$ cat config.mk
export PLATFORM = sky130hd
export DESIGN_NAME = tape_prefetch
export DESIGN_NICKNAME = d
export VERILOG_FILES = /design/src/rtl/tape_prefetch.sv
export SDC_FILE = /design/constraint.sdc
export NUM_CORES = 1
export LEC_CHECK = 0
export CAP_MARGIN = 5
export CELL_PAD_IN_SITES_DETAIL_PLACEMENT = 0
export CELL_PAD_IN_SITES_GLOBAL_PLACEMENT = 1
export CORE_UTILIZATION = 44
export CTS_CLUSTER_SIZE = 14
export DETAILED_ROUTE_END_ITERATION = 6
export PLACE_DENSITY_LB_ADDON = 0.3
export SYNTH_ARGS = -nofsm -noshare
export SYNTH_HDL_FRONTEND = slang
export SYNTH_SLANG_ARGS = --single-unit
$ cat constraint.sdc
create_clock -name clk -period 4.85 [get_ports clk]
set_input_delay 0.97 -clock clk [delete_from_list [all_inputs] [get_ports clk]]
set_output_delay 0.97 -clock clk [all_outputs]
set_load 0.01 [all_outputs]
$ cat src/rtl/tape_prefetch.sv
// tape_prefetch
// Streams a contiguous byte range out of the SDRAM tape port into a small
// first-word-fall-through FIFO. The tape bit generator drains that FIFO.
// At most one SDRAM read is outstanding at a time.
//
// Ports
//   clk, reset_n        system clock, synchronous active-low reset
//   start, abort        command pulses (abort wins over start)
//   base_addr, length   transfer range, sampled with start
//   tape_addr, tape_rd  SDRAM read address / single-cycle request
//   tape_rd_ack         toggles once per completed read
//   tape_dout           read data, valid when the ack toggle is observed
//   byte_out            FIFO head byte (0 when empty)
//   byte_valid          FIFO not empty
//   byte_ready          consumer pop (pop = byte_valid & byte_ready)
//   busy                transfer in progress
//   done                one-cycle pulse after the final push, or on length 0
//   level               FIFO occupancy
module tape_prefetch #(
  parameter int DEPTH = 8,
  parameter int AW    = 23
) (
  input  logic                     clk,
  input  logic                     reset_n,
  input  logic                     start,
  input  logic                     abort,
  input  logic [AW-1:0]            base_addr,
  input  logic [AW-1:0]            length,
  output logic [AW-1:0]            tape_addr,
  output logic                     tape_rd,
  input  logic                     tape_rd_ack,
  input  logic [7:0]               tape_dout,
  output logic [7:0]               byte_out,
  output logic                     byte_valid,
  input  logic                     byte_ready,
  output logic                     busy,
  output logic                     done,
  output logic [$clog2(DEPTH):0]   level
);

  localparam int PW = $clog2(DEPTH);
  localparam int LW = PW + 1;

  typedef enum logic [1:0] {
    S_IDLE  = 2'd0,
    S_REQ   = 2'd1,
    S_WAIT  = 2'd2,
    S_DRAIN = 2'd3
  } state_t;

  state_t          state, state_nxt;
  logic            ack_seen;
  logic            ack_evt;
  logic [AW-1:0]   addr;
  logic [AW-1:0]   remaining;
  logic            last_byte;

  logic [7:0]      fifo [DEPTH];
  logic [PW-1:0]   wr_ptr, rd_ptr;

  logic            issue;
  logic            push;
  logic            pop;
  logic            load;
  logic            fin;

  // The ack is a toggle; any difference from the last sampled level is a
  // completed read. ack_seen tracks the line every cycle (also in reset), so
  // a response to a request from before reset is silently absorbed.
  assign ack_evt   = tape_rd_ack ^ ack_seen;
  assign last_byte = (remaining[AW-1:1] == '0);

  assign busy       = (state != S_IDLE);
  assign byte_valid = (level != '0);
  assign byte_out   = byte_valid ? fifo[rd_ptr] : 8'h00;
  assign pop        = byte_valid & byte_ready;

  always_comb begin
    state_nxt = state;
    issue     = 1'b0;
    push      = 1'b0;
    load      = 1'b0;
    fin       = 1'b0;
    unique case (state)
      S_IDLE: begin
        if (!abort && start) begin
          if (length != '0) begin
            load      = 1'b1;
            state_nxt = S_REQ;
          end else begin
            fin = 1'b1;
          end
        end
      end
      S_REQ: begin
        if (abort) begin
          state_nxt = S_IDLE;
        end else if (level < LW'(DEPTH)) begin
          issue     = 1'b1;
          state_nxt = S_WAIT;
        end
      end
      S_WAIT: begin
        if (ack_evt) begin
          // An ack coinciding with abort completes the read; nothing is
          // left to drain, so return straight to idle and drop the data.
          if (abort) begin
            state_nxt = S_IDLE;
          end else begin
            push = 1'b1;
            if (last_byte) begin
              fin       = 1'b1;
              state_nxt = S_IDLE;
            end else begin
              state_nxt = S_REQ;
            end
          end
        end else if (abort) begin
          state_nxt = S_DRAIN;
        end
      end
      S_DRAIN: begin
        if (ack_evt) state_nxt = S_IDLE;
      end
      default: state_nxt = S_IDLE;
    endcase
  end

  // Control registers
  always_ff @(posedge clk) begin
    ack_seen <= tape_rd_ack;
    if (!reset_n) begin
      state     <= S_IDLE;
      tape_rd   <= 1'b0;
      tape_addr <= '0;
      done      <= 1'b0;
      wr_ptr    <= '0;
      rd_ptr    <= '0;
      level     <= '0;
    end else begin
      state   <= state_nxt;
      tape_rd <= issue;
      done    <= fin;
      if (issue) tape_addr <= addr;
      if (abort) begin
        wr_ptr <= '0;
        rd_ptr <= '0;
        level  <= '0;
      end else begin
        if (push) wr_ptr <= wr_ptr + 1'b1;
        if (pop)  rd_ptr <= rd_ptr + 1'b1;
        unique case ({push, pop})
          2'b10:   level <= level + 1'b1;
          2'b01:   level <= level - 1'b1;
          default: level <= level;
        endcase
      end
    end
  end

  // Datapath registers (no reset needed; qualified by control state)
  always_ff @(posedge clk) begin
    if (load) begin
      addr      <= base_addr;
      remaining <= length;
    end else if (push) begin
      addr <= addr + 1'b1;
      if (remaining != '0) remaining <= remaining - 1'b1;
    end
    if (push) fifo[wr_ptr] <= tape_dout;
  end

endmodule

==> run metrics <==
CTS Hold Bufs=0; initial antenna violation count=0; syn_area_per_cell=roughly 12 um2; WP data required=about 5.2 ns; CTS tree=built; outcome=finished clean; hold_sp=tape_addr[6]; pin count of the biggest net entering global routing=93; Syn-to-layout area delta=26.2%; Worst Hold End=tape_addr[6]; Max-Cap Viols=0; I/O pin count=about 100; Arrival @ worst endpoint=~3.8 ns; DIE AREA=around 16000 um2; Int Pwr=between 2 and 2.5 mW; final instance area=~8600 um2; Clock Power Share=0.424; hpwl dp=10000 um; clock root buffer=clkbuf_16; DR vias/cell=roughly 5.3; Total GRT Usage=0.191; worst slew pin tran=1.22 ns; post-place instance area=just over 8000 um2; port bufs=98; crit path capture type=register; CTS Buf Count=17; first-pass GRT wire length=about 23000 um; Seq/Total Area, Yosys=0.605; asr flop ratio synth=0; yosys warns=0; Worst-path clk slew=~0.060 ns; slowest stage cell, crit path=clkdlybuf4s50_1; final hold violation count=0; Setup Skew=roughly 0.0068 ns; CP dominant cell by count=xor2_1; Tmin final=between 3 and 4 ns; area leader, netlist=edfxtp_1; fmax=between 200 and 300 MHz; endpoints failing setup=0; CORE AREA=about 15000 um2; startpoint type of the worst setup path=primary input; synthesized net count=between 600 and 700; register share of total power=0.499; area share of the largest cell type after synthesis=0.485; Rows=45; Main synth FF type=edfxtp_1; FF-to-FF setup slack=1.85 ns; setup tns final=0 ns; Max VDD drop=0.257 mV; clock buffer depth=2; DR vias=~4700; crit path kind=primary input to register; Avg WL per Cell=16.6 um; Remaining Overflow, GRT=0; fin. max-slew vios=0; remaining antenna violation count=0; NetSw=roughly 650 uW; Layout Nets=about 740; CP max stage delay=0.48 ns; DRT iter0 DRCs=318; Leak Pwr=around 2.8 nW; clk_lat worst skew=about 0.42 ns; reg2reg path depth=10; most frequent cells in the layout=110 x edfxtp_1, 98 x clkdlybuf4s50_1, 81 x nor2_1; Syn Std Cell Area=between 6000 and 7000 um2; GPL Wtd Cong=around 0.76; worst hold stages=2; drt first pass iters=6; Die Height=roughly 130 um; part of the cycle the worst path needs=0.717; crit-path cells=clkdlybuf4s50_1 > xor2_1 > and3_1 > clkinv_1 > ha_1 > xor2_1 > ha_1 > a21oi_1 > xor2_1 > or3_1 > a21oi_1; post-CTS setup buffer count=0; layout cells sized above 1=0.100; ant diodes=0; most common cell after layout, fill and taps aside=edfxtp_1; combinational share of power=0.077; RSZ-0062 raised after global routing=false; CTS resizes=0; Tightest Hold Check Type=register to register; overall power=~3.0 mW; vias in the first global route=4574; PwrDens=344 nW/um2; Synth cell types=45; CP max FO=9; Synth Register Bits=around 150; Syn Inst Count=approximately 580; max_slew headroom=0.186; WL final=14600 um; Switching Fraction=0.218; Post-synth EDFFs=110; Die W=~130 um; top post-synthesis cells by area=edfxtp_1 48%, dfxtp_1 12%, mux4_2 5.3%, nor2_1 4.5%, nand2_1 3.7%; Num Clock Sinks=roughly 150; reg2reg end=level[2]; H-tree levels=4; DRC errors left=0; Reg2Reg Launch Point=level[0]; starting density of the core=0.450
[synthesized netlist by cell type (2+ instances only)]
cell type  number
edfxtp_1      110
nor2_1         81
nand2_1        67
a21oi_1        46
dfxtp_1        41
a21boi_0       24
xor2_1         24
xnor2_1        22
mux4_2         16
clkbuf_1       15
nor4_1         11
mux2i_1        10
nor3_1         10
nand3_1         9
nand4_1         9
ha_1            7
and3_1          6
buf_2           6
inv_1           6
o21ai_0         6
buf_1           5
nand2b_1        5
or3_1           5
a31oi_1         4
nor4_2          4
and2_1          2
and4_1          2
nand3b_1        2
nor3_2          2
o21a_1          2
or2_2           2
or4_4           2
[power groups by stage]
stage          logic [mW]  registers (mW)  clock network (mW)
2_1_floorplan       0.113            1.50                   0
3_3_place_gp        0.221            1.50                   0
3_5_place_dp        0.227            1.50                   0
4_1_cts             0.228            1.47                1.28
5_1_grt             0.250            1.48                1.33
6_report            0.227            1.47                1.25
[metrics by stage]
step	util	worst slack, ns	hold slack [ns]	cells
2_1_floorplan	-	0.938	0.485	576
3_3_place_gp	0.531	1.11	0.452	846
3_5_place_dp	0.531	0.975	0.460	846
4_1_cts	0.568	1.37	0.467	878
5_1_grt	0.568	1.21	0.494	878
6_report	0.568	1.37	0.464	878
[worst max path at each step]
stage / startpoint / endpoint / cells past startpoint
6_report: tape_rd_ack / level[2] / 11
4_1_cts: register / byte_out[6] / 4
3_3_place_gp: tape_rd_ack / level[2] / 11
2_1_floorplan: tape_rd_ack / remaining[0] / 5
5_1_grt: tape_rd_ack / level[2] / 11
3_5_place_dp: tape_rd_ack / level[2] / 11
[logic make-up after synthesis]
group	synth area share
buf+inv	0.0198
fa+ha+maj	0.0129
xor+xnor	0.0591
mux	0.0692
compound gates	0.0773
flops	0.605
simple gates	0.156
[layer usage]
metal,global-route usage,vias up,share of wire
met5,0,-,0
met4,0.0773,0,0.013
met3,0.0371,17,0.038
met2,0.305,90,0.48
met1,0.256,2275,0.47
li1,-,2296,-
[sequential cells by signal (all words and copies together), names as in the netlist, named ones only]
name / count
tape_addr: 23
ack_seen: 1
done: 1
level: 4
remaining: 23
addr: 23
fifo: 64
rd_ptr: 3
tape_rd: 1
wr_ptr: 3
state: 2
[layout make-up]
type / instances / area (um2)
clock buffer: 20 / 447
clock inverter: 12 / 110
fill: 1288 / 6550
inverter: 8 / 30.0
multi-input combinational: 391 / 2580
sequential: 151 / 4120
tap: 188 / 235
timing repair buffer: 108 / 1070
[critical path, delay by kind of cell]
kind	cells	cell delay, ns
adder cells (fa/ha/maj)	2	0.59
buffers and inverters	2	0.82
XOR/XNOR	3	0.50
AND/OR/NAND/NOR	2	0.64
AO/OA/AOI/OAI	2	0.31
No activity file was read; power rests on OpenSTA's default activity.
